===== config.mk =====
export PLATFORM = sky130hd
export DESIGN_NAME = rbm_neuron_core_flat
export DESIGN_NICKNAME = d
export VERILOG_FILES = /design/src/rtl/rbm_neuron_core_if.sv /design/src/rtl/rbm_neuron_core.sv /design/src/flat_wrapper.sv
export SDC_FILE = /design/constraint.sdc
export NUM_CORES = 1
export LEC_CHECK = 0
export BUFFER_PORTS_ARGS = -buffer_cell sky130_fd_sc_hd__buf_2
export CORE_MARGIN = 2
export CORE_UTILIZATION = 51
export DETAILED_ROUTE_END_ITERATION = 6
export HOLD_SLACK_MARGIN = 0.05
export PLACE_DENSITY = 0.7
export SLEW_MARGIN = 40
export SYNTH_ARGS = -nofsm -noshare
export SYNTH_HDL_FRONTEND = slang
export SYNTH_SLANG_ARGS = --single-unit

===== constraint.sdc =====
create_clock -name clock -period 5.1 [get_ports clock]
set_input_delay 0.51 -clock clock [delete_from_list [all_inputs] [get_ports clock]]
set_output_delay 0.51 -clock clock [all_outputs]
set_load 0.005 [all_outputs]

===== src/rtl/rbm_neuron_core_if.sv =====
// Operand/result bus of the serial RBM neuron core.
// The sequencer (master) streams one operand per clock and collects the
// sampled hidden unit and the classifier spike from the core (slave).
interface rbm_neuron_core_if;
    localparam int unsigned W_WIDTH   = 12;
    localparam int unsigned PID_WIDTH = 10;
    localparam int unsigned HID_WIDTH = 9;

    logic [W_WIDTH-1:0]   Hvalue;
    logic [PID_WIDTH-1:0] pixel_id;
    logic                 pixel;
    logic                 HiddenSwitch;
    logic                 enable_hidden;
    logic                 enable_classi;
    logic [W_WIDTH-1:0]   Cvalue;
    logic [HID_WIDTH-1:0] hidden_id;
    logic                 hidden_pixel;
    logic                 hidden;
    logic                 hidden_finish;
    logic                 spike;
    logic                 finish;

    modport master (
        output Hvalue, pixel_id, pixel, HiddenSwitch, enable_hidden,
               enable_classi, Cvalue, hidden_id, hidden_pixel,
        input  hidden, hidden_finish, spike, finish
    );

    modport slave (
        input  Hvalue, pixel_id, pixel, HiddenSwitch, enable_hidden,
               enable_classi, Cvalue, hidden_id, hidden_pixel,
        output hidden, hidden_finish, spike, finish
    );
endinterface


===== src/rtl/rbm_neuron_core.sv =====
// Serial neuron engine of the RBM classifier.
// Hidden phase accumulates gated weights over visible pixels, adds the bias at
// pixel_id==N_VISIBLE and samples one hidden unit; the classifier phase does the
// same over hidden bits and produces one output spike.
// Build option: define STOCH_CLASSI_EN for a stochastic classifier decision
// (s > rnd); otherwise the classifier fires deterministically on s >= 0.
module rbm_neuron_core (
    input  logic               clock,
    input  logic               reset,
    rbm_neuron_core_if.slave   bus
);
    localparam int unsigned FRAC_BITS  = 8;
    localparam int unsigned ACC_WIDTH  = 22;
    localparam int unsigned N_VISIBLE  = 784;
    localparam int unsigned N_HIDDEN   = 441;
    localparam int unsigned LFSR_WIDTH = 16;
    localparam int unsigned PID_WIDTH  = 10;
    localparam int unsigned HID_WIDTH  = 9;
    // Random threshold spans [-4.0, +4.0): FRAC_BITS fraction + 2 integer + sign.
    localparam int unsigned RND_WIDTH  = FRAC_BITS + 3;
    localparam logic [LFSR_WIDTH-1:0] LFSR_SEED = 16'hACE1;
    // Galois mask for x^16+x^14+x^13+x^11+1 in right-shift form.
    localparam logic [LFSR_WIDTH-1:0] LFSR_TAPS = 16'hB400;

    logic signed [ACC_WIDTH-1:0]  hacc_q, hacc_d;
    logic signed [ACC_WIDTH-1:0]  cacc_q, cacc_d;
    logic [LFSR_WIDTH-1:0]        lfsr_q, lfsr_d;
    logic                         hidden_q, hidden_d;
    logic                         hidden_finish_q, hidden_finish_d;
    logic                         spike_q, spike_d;
    logic                         finish_q, finish_d;

    logic signed [ACC_WIDTH-1:0]  h_term, c_term, h_sum, c_sum, rnd;
    logic                         h_fire, c_fire;

    // Gated, sign-extended terms, running sums and the sampling decisions.
    always_comb begin
        h_term = bus.pixel        ? ACC_WIDTH'($signed(bus.Hvalue)) : '0;
        c_term = bus.hidden_pixel ? ACC_WIDTH'($signed(bus.Cvalue)) : '0;
        h_sum  = hacc_q + h_term;
        c_sum  = cacc_q + c_term;
        rnd    = ACC_WIDTH'($signed(lfsr_q[RND_WIDTH-1:0]));
        h_fire = bus.HiddenSwitch ? (h_sum > rnd) : ~h_sum[ACC_WIDTH-1];
`ifdef STOCH_CLASSI_EN
        c_fire = (c_sum > rnd);
`else
        c_fire = ~c_sum[ACC_WIDTH-1];
`endif
    end

    // Next-state: accumulate in the active phase, sample on the bias operand.
    always_comb begin
        hacc_d          = hacc_q;
        cacc_d          = cacc_q;
        hidden_d        = hidden_q;
        spike_d         = spike_q;
        hidden_finish_d = 1'b0;
        finish_d        = 1'b0;
        lfsr_d          = {1'b0, lfsr_q[LFSR_WIDTH-1:1]}
                          ^ (lfsr_q[0] ? LFSR_TAPS : '0);

        if (bus.enable_hidden && !bus.enable_classi) begin
            if (bus.pixel_id == '0) begin
                hacc_d = h_term;
            end else if (bus.pixel_id < PID_WIDTH'(N_VISIBLE)) begin
                hacc_d = h_sum;
            end else if (bus.pixel_id == PID_WIDTH'(N_VISIBLE)) begin
                hacc_d          = h_sum;
                hidden_d        = h_fire;
                hidden_finish_d = 1'b1;
            end
        end else if (bus.enable_classi && !bus.enable_hidden) begin
            if (bus.hidden_id == '0) begin
                cacc_d = c_term;
            end else if (bus.hidden_id < HID_WIDTH'(N_HIDDEN)) begin
                cacc_d = c_sum;
            end else if (bus.hidden_id == HID_WIDTH'(N_HIDDEN)) begin
                cacc_d   = c_sum;
                spike_d  = c_fire;
                finish_d = 1'b1;
            end
        end
    end

    // State registers with synchronous active-high reset.
    always_ff @(posedge clock) begin
        if (reset) begin
            hacc_q          <= '0;
            cacc_q          <= '0;
            lfsr_q          <= LFSR_SEED;
            hidden_q        <= 1'b0;
            hidden_finish_q <= 1'b0;
            spike_q         <= 1'b0;
            finish_q        <= 1'b0;
        end else begin
            hacc_q          <= hacc_d;
            cacc_q          <= cacc_d;
            lfsr_q          <= lfsr_d;
            hidden_q        <= hidden_d;
            hidden_finish_q <= hidden_finish_d;
            spike_q         <= spike_d;
            finish_q        <= finish_d;
        end
    end

    assign bus.hidden        = hidden_q;
    assign bus.hidden_finish = hidden_finish_q;
    assign bus.spike         = spike_q;
    assign bus.finish        = finish_q;
endmodule


===== src/flat_wrapper.sv =====
// flat-port wrapper written by rule: the top's interface ports become plain ports
module rbm_neuron_core_flat 
  (clock, reset, bus_Hvalue, bus_pixel_id, bus_pixel, bus_HiddenSwitch, bus_enable_hidden, bus_enable_classi, bus_Cvalue, bus_hidden_id, bus_hidden_pixel, bus_hidden, bus_hidden_finish, bus_spike, bus_finish);
  rbm_neuron_core_if bus_i ();
  input  logic clock;
  input  logic reset;
  input wire logic [$bits(bus_i.Hvalue)-1:0] bus_Hvalue;
  input wire logic [$bits(bus_i.pixel_id)-1:0] bus_pixel_id;
  input wire logic [$bits(bus_i.pixel)-1:0] bus_pixel;
  input wire logic [$bits(bus_i.HiddenSwitch)-1:0] bus_HiddenSwitch;
  input wire logic [$bits(bus_i.enable_hidden)-1:0] bus_enable_hidden;
  input wire logic [$bits(bus_i.enable_classi)-1:0] bus_enable_classi;
  input wire logic [$bits(bus_i.Cvalue)-1:0] bus_Cvalue;
  input wire logic [$bits(bus_i.hidden_id)-1:0] bus_hidden_id;
  input wire logic [$bits(bus_i.hidden_pixel)-1:0] bus_hidden_pixel;
  output wire logic [$bits(bus_i.hidden)-1:0] bus_hidden;
  output wire logic [$bits(bus_i.hidden_finish)-1:0] bus_hidden_finish;
  output wire logic [$bits(bus_i.spike)-1:0] bus_spike;
  output wire logic [$bits(bus_i.finish)-1:0] bus_finish;
  assign bus_i.Hvalue = bus_Hvalue;
  assign bus_i.pixel_id = bus_pixel_id;
  assign bus_i.pixel = bus_pixel;
  assign bus_i.HiddenSwitch = bus_HiddenSwitch;
  assign bus_i.enable_hidden = bus_enable_hidden;
  assign bus_i.enable_classi = bus_enable_classi;
  assign bus_i.Cvalue = bus_Cvalue;
  assign bus_i.hidden_id = bus_hidden_id;
  assign bus_i.hidden_pixel = bus_hidden_pixel;
  assign bus_hidden = bus_i.hidden;
  assign bus_hidden_finish = bus_i.hidden_finish;
  assign bus_spike = bus_i.spike;
  assign bus_finish = bus_i.finish;
  rbm_neuron_core u_core (.clock(clock), .reset(reset), .bus(bus_i));
endmodule

==> reports/results.ini, run 1 <==
[timing]
finalCriticalPeriod_ns=4.29
hold-worst-slack_ns=0.428
fin_crit_sh_pct=84.1
hold_viol_final=0
max_slew_margin_pct=46.5
clock_skew_ns=0.0143
setup_viol=0
rsz0062_at_grt=no
slew_viol_final=0
setup_tns_ns=0
clock.fmax_mhz=233
worstMarginPinSlew_ns=0.801

[synthesis]
synthesis.nets=849
ys_ff_latch=64
yosys-top-cells-area=dfxtp_1 23%, ha_1 12%, xnor2_1 5.9%, nor2_1 5.7%, a21oi_1 4.6%
synthDistinctLibCells=71
synth_warnings=0
synth_top_area_share_pct=22.7
avgSynthCellArea_um2=7.61
syn_inst=741
ys.flop_type=dfxtp_1
netlist_area_um2=5640
synth_async_sr_flop_share_pct=0
ys_seq_area_share_pct=22.7
synth-edff-count=0
yosys.area.top_type=dfxtp_1

[worst_setup_path]
critPathCaptureType=register
start_kind=input port
r2r_end=u_core.bus.hidden$_SDFFE_PP0P_
path_class=input port to register
rrSetupSlack_ns=0.82
ff2ff_path_depth=19
worstPathArrival_ns=4.56
reg2reg_from=u_core.hacc_q[0]$_SDFFE_PP0P_
cp_data_required_time_ns=5.37
critPathMaxFanout=10

[detailed_routing]
vias_per_cell=5.95
dr.pass1.iters=5
wl_um=14400
drc=0
via_count=5468
drtIter0Drc=274
wl_per_cell_um=15.6
ant_nets=0

[pwr]
p_comb_share_pct=27.8
power_switching_uw=494
ir_drop_uv=174
power.leakage_uw=0.00280
power.density_nw_per_um2=232
intPower_uw=933
p_clk_share_pct=33.2
switching_share_pct=34.6
seq_power_share_pct=38.9

[final_layout]
nets=882
antenna_cells=0
layout_commonest_cell=nor2_1
syn_to_final_growth_pct=9.25
mostFrequentLayoutCells=84 x nor2_1, 68 x nand2_1, 64 x dfxtp_1, 56 x ha_1, 53 x buf_2
drive_gt1_share_pct=13.2
final_util_pct=57.1
num-fill-cells=991

[placed_design]
portBuffers=53
gp_congestion=0.938
dp_hpwl_um=10400

[worst_hold_path]
holdPathStages=1
worstHoldPathType=register to register
hold_end=u_core.lfsr_q[11]$_SDFF_PP1_
hold_start=u_core.lfsr_q[12]$_SDFF_PP0_

[clock_network]
root_buffer=clkbuf_8
htreeDepth=3
clock_latency_ns=0.38
clk_path_buf_depth=2
cts.repair.resized=0
cts_tree=done
numCtsBuffers=9
clkSinkCount=64
post_cts_buffers=0
clkTransAtPathRegs_ns=0.08
ctsHoldBuffers=0

[floorplan]
top_level_ports=54
die_h_um=109
die_area_um2=11900
start_util_pct=52.2
row_count=38
fp.dieW_um=109
core_area_um2=10800

[global_route]
grt_overflow=0
antenna_found_initial=0
grt_max_degree=45
grt_pass1_vias=5360
grt_pass1_wl_um=24300
track_usage_pct=25.8

[run_status]
outcome=complete, no violations

[run]
maxCapViolCount=0

==> power by group through the flow <==
stage / logic (µW) / registers (µW) / clock network, µW
final: 397 / 555 / 474
after global routing: 449 / 560 / 508
after CTS: 396 / 555 / 488
after detailed placement: 393 / 566 / 0
after global placement: 379 / 565 / 0
after floorplan: 312 / 555 / 0
==> synth_stat cells, types with 3 or more instances <==
cell type / number
nand2_1: 68
a31oi_1: 18
clkbuf_1: 27
nor4_1: 10
and4_1: 3
or4_1: 3
nor2_1: 85
nor2b_1: 8
o21a_1: 4
ha_1: 56
buf_2: 3
xor2_1: 3
xnor2_1: 38
mux2i_1: 10
a211oi_1: 10
a21boi_0: 6
o2111ai_1: 3
nand4_1: 14
buf_6: 5
and3_1: 5
a211o_1: 8
or2_2: 6
a21o_1: 22
o211ai_1: 6
nand2b_1: 5
and2_1: 21
a41oi_1: 3
nor3_1: 16
nand3_1: 16
a311oi_1: 7
dfxtp_1: 64
a21oi_1: 52
inv_1: 35
o21ai_0: 49
o31ai_1: 5
==> cell type report <==
| cell class | instances | area [µm²] | area share, % |
|---|---|---|---|
| Timing Repair Buffer | 61 | 325 | 5.28 |
| Clock inverter | 7 | 78.8 | 1.28 |
| Multi-Input combinational cell | 603 | 4050 | 65.7 |
| Sequential cell | 64 | 1280 | 20.8 |
| Tap cell | 140 | 175 | 2.84 |
| Inverter | 35 | 131 | 2.13 |
| Clock buffer | 9 | 124 | 2.01 |
==> layer usage <==
layer | track usage (%) | part of all wire [%]
met5 | 0 | 0
met4 | 7.78 | 1.2
met3 | 6.69 | 6.2
met2 | 46.4 | 49
met1 | 29.8 | 43
==> per-stage QoR <==
stage               total power, µW  std cells  cell area [µm²]  setup WS (ns)
floorplan                       867        741             5640          0.836
global placement                945        903             5950          0.597
detailed placement              959        903             5950          0.459
CTS                            1440        919             6160          0.864
global route                   1520        919             6160          0.543
finish                         1430        919             6160          0.809
==> cell families after synthesis <==
| logic type | share of synthesized area (%) |
|---|---|
| AO/OA/AOI/OAI | 26.8 |
| multiplexers | 1.97 |
| flip-flops | 22.7 |
| buffers and inverters | 5.79 |
| adder cells (fa/ha/maj) | 13.1 |
| XOR/XNOR | 6.37 |
| AND/OR/NAND/NOR | 23.3 |
==> registers in the layout (all words and copies together) (netlist names) <==
register	count
u_core.bus.hidden	1
u_core.lfsr_q	16
u_core.cacc_q	22
u_core.bus.spike	1
u_core.bus.finish	1
u_core.hacc_q	22
u_core.bus.hidden_finish	1
==> worst max path at each step <==
stage	endpoint	slack, ns	from
floorplan	u_core.bus.hidden$_SDFFE_PP0P_	0.84	bus_pixel
global placement	u_core.bus.hidden$_SDFFE_PP0P_	0.60	bus_pixel
detailed placement	u_core.bus.hidden$_SDFFE_PP0P_	0.46	bus_pixel
CTS	u_core.bus.hidden$_SDFFE_PP0P_	0.86	bus_pixel
global route	u_core.bus.hidden$_SDFFE_PP0P_	0.54	bus_pixel
finish	u_core.bus.hidden$_SDFFE_PP0P_	0.81	bus_pixel
==> worst max-delay path, stage by stage <==
cell	delay (ns)
buf_2	0.10
and2_1	0.14
ha_1	0.17
inv_1	0.05
fa_1	0.40
nor2b_1	0.13
o21ai_1	0.09
a211o_1	0.37
a31oi_4	0.38
nand4_4	0.16
nor2b_4	0.18
o21ai_0	0.21
xor2_1	0.28
ha_1	0.18
nand4_1	0.13
nor4_1	0.42
a21o_1	0.17
a211oi_1	0.05
o21ai_0	0.15
o221ai_1	0.11
o211a_1	0.15
Power figures use the tool's default switching activity.
==> inputs of run 2 (changes only) <==
- ABC_AREA: default -> 1
- clock period: 5.1 -> 4 ns (I/O delays scaled with it)
==> run 2 against run 1 <==
Via count increased by 8.9%. Synthesized cell count increased by 30%. Clock power increased by 72%.
==> reports/results.ini, run 2 <==
[run_status]
outcome=complete, no violations

[detailed_routing]
vias_per_cell=5.16
wl_um=14800
wl_per_cell_um=12.8
drc=0
via_count=5952
dr.pass1.iters=4
drtIter0Drc=282
ant_nets=0

[worst_setup_path]
critPathMaxFanout=11
critPathCaptureType=register
worstPathArrival_ns=3.52
worstSetupPathDepth=29
cpMostUsedCell=nand2_1
worst-path-buf-inv=5
ff2ff_path_depth=26
cp_data_required_time_ns=4.24
worst_path_max_delay_cell=fa_1
cp_slowest_stage_delay_ns=0.39
cp_top_family=simple AND/OR/NAND/NOR gates
path_class=input port to register
start_kind=input port

[timing]
max_slew_margin_pct=51.1
finalCriticalPeriod_ns=3.28
hold_viol_final=0
slew_viol_final=0
setup_viol=0
clock_skew_ns=0.00729
setup_ws_ns=0.720
clock.fmax_mhz=305
rsz0062_at_grt=no
worstMarginPinSlew_ns=0.732
fin_crit_sh_pct=82.0
setup_tns_ns=0

[final_layout]
syn_to_final_growth_pct=11.1
reg.largest.list=u_core.cacc_q: 22 flops, u_core.hacc_q: 22 flops, u_core.lfsr_q: 16 flops
finalNonFillerCells=1154
drive_gt1_share_pct=12.2
layout_commonest_cell=nand2_1
nets=1114
mostFrequentLayoutCells=250 x nand2_1, 146 x inv_1, 82 x a21oi_1, 71 x nand3_1, 70 x o21ai_0
antenna_cells=0
final_util_pct=58.1

[worst_hold_path]
worstHoldPathType=input port to register
holdPathStages=4

[synthesis]
synth_warnings=0
synth-edff-count=0
synthesis.nets=1068
avgSynthCellArea_um2=6.22
ys_ff_latch=64
yosys.area.top_type=dfxtp_1
yosys-top-cells-area=dfxtp_1 21%, nand2_1 16%, ha_1 12%, inv_1 9.2%, a21oi_1 6.9%
ys_seq_area_share_pct=21.5
synth.top_cells.by_count=250 x nand2_1, 146 x inv_1, 82 x a21oi_1
netlist_area_um2=5970
ys.flop_type=dfxtp_1
synth_async_sr_flop_share_pct=0
syn_inst=960
synthDistinctLibCells=43
synth_top_area_share_pct=21.5
synth_most_common_cell=nand2_1

[floorplan]
fp.dieW_um=112
die_h_um=112
die_area_um2=12600
core_area_um2=11400
top_level_ports=54
row_count=39
start_util_pct=52.3

[clock_network]
cts.repair.resized=0
post_cts_buffers=0
clk_path_buf_depth=2
clkTransAtPathRegs_ns=0.06
numCtsBuffers=9
cts_tree=done
ctsHoldBuffers=0
clkSinkCount=64
clock_latency_ns=0.35
htreeDepth=3
root_buffer=clkbuf_16

[global_route]
track_usage_pct=24.9
grt_pass1_wl_um=25600
grt_overflow=0
grt_pass1_vias=5634
grt_max_degree=35
antenna_found_initial=0

[placed_design]
placed_cells=1138
place_ws_ns=0.335
dp_hpwl_um=11400
gp_congestion=0.947
portBuffers=53

[pwr]
total_power_uw=2060
power.density_nw_per_um2=310
ir_drop_uv=214
power.leakage_uw=0.00374

[run]
maxCapViolCount=0

[run 2: changes by cell type after synthesis, moves of 11 or more]
cell | previous run | this run
nand2_2 | 0 | 16
nand3_1 | 16 | 71
a21o_1 | 22 | 2
nand2_1 | 68 | 250
a21oi_1 | 52 | 82
xor2_1 | 3 | 14
nor2_1 | 85 | 64
and2_1 | 21 | 7
xnor2_1 | 38 | 5
clkbuf_1 | 27 | 13
inv_1 | 35 | 146
o21ai_0 | 49 | 70
[run 2: area by class of cell]
type / instances / area (µm²)
repair buffers: 59 / 310
clock inverters: 7 / 78.8
flip-flops and latches: 64 / 1280
well taps: 143 / 179
fillers: 1185 / 4790
clock buffers: 9 / 225
multi-input cells: 724 / 4000
inverters: 148 / 558
[run 2: power by group]
| part | internal [µW] | leakage, µW | total [µW] | switching (µW) |
|---|---|---|---|---|
| clock network | 488 | 0.000139 | 816 | 328 |
| registers | 679 | 0.000527 | 703 | 23.9 |
| logic | 203 | 0.00307 | 537 | 334 |
| total | 1370 | 0.00374 | 2060 | 686 |
[run 2: worst paths after layout]
check	startpoint	endpoint	slack (ns)
max reg2reg	u_core.hacc_q[0]$_SDFFE_PP0P_	u_core.bus.hidden$_SDFFE_PP0P_	0.84
min reg2reg	u_core.lfsr_q[15]$_SDFF_PP1_	u_core.lfsr_q[14]$_SDFF_PP0_	0.41
max	bus_pixel	u_core.bus.hidden$_SDFFE_PP0P_	0.72
min	bus_HiddenSwitch	u_core.bus.hidden$_SDFFE_PP0P_	0.38
[run 2: stage by stage]
stage	cell area (µm²)	hold WS, ns
after floorplan	5970	0.388
after global placement	6320	0.392
after detailed placement	6320	0.396
after CTS	6630	0.366
after global routing	6630	0.399
final	6630	0.385
[run 2: worst register-to-register path, stage by stage, from the launching register on]
cell	delay, ns
dfxtp_1	0.33
ha_1	0.20
inv_1	0.06
fa_1	0.39
inv_1	0.09
nand3_1	0.06
nand2_1	0.12
nand2_1	0.06
nand2_1	0.08
nand2_1	0.07
nand2_2	0.11
nand2_1	0.08
nand2_1	0.07
nand2_1	0.05
and2_1	0.14
ha_1	0.28
nand2_1	0.05
nor2_1	0.13
nand2_1	0.08
nor2_1	0.14
nand2_1	0.09
nand3_1	0.09
nand2_1	0.05
nand3_1	0.06
nand2_1	0.05
inv_1	0.07
a21oi_2	0.05
[run 2: metal layers]
| layer | track usage [%] | routed length (µm) |
|---|---|---|
| met1 | 32.4 | 7150 |
| met2 | 41.3 | 6790 |
| met3 | 3.67 | 553 |
| met4 | 10.5 | 288 |
| met5 | 0 | 0 |
[run 2: cells by family after synthesis]
kind of cell             share of synthesized area (%)
buffers and inverters                             11.6
XOR/XNOR                                          3.33
AO/OA/AOI/OAI                                     17.0
AND/OR/NAND/NOR                                   34.2
adder cells (fa/ha/maj)                           12.4
flip-flops                                        21.5
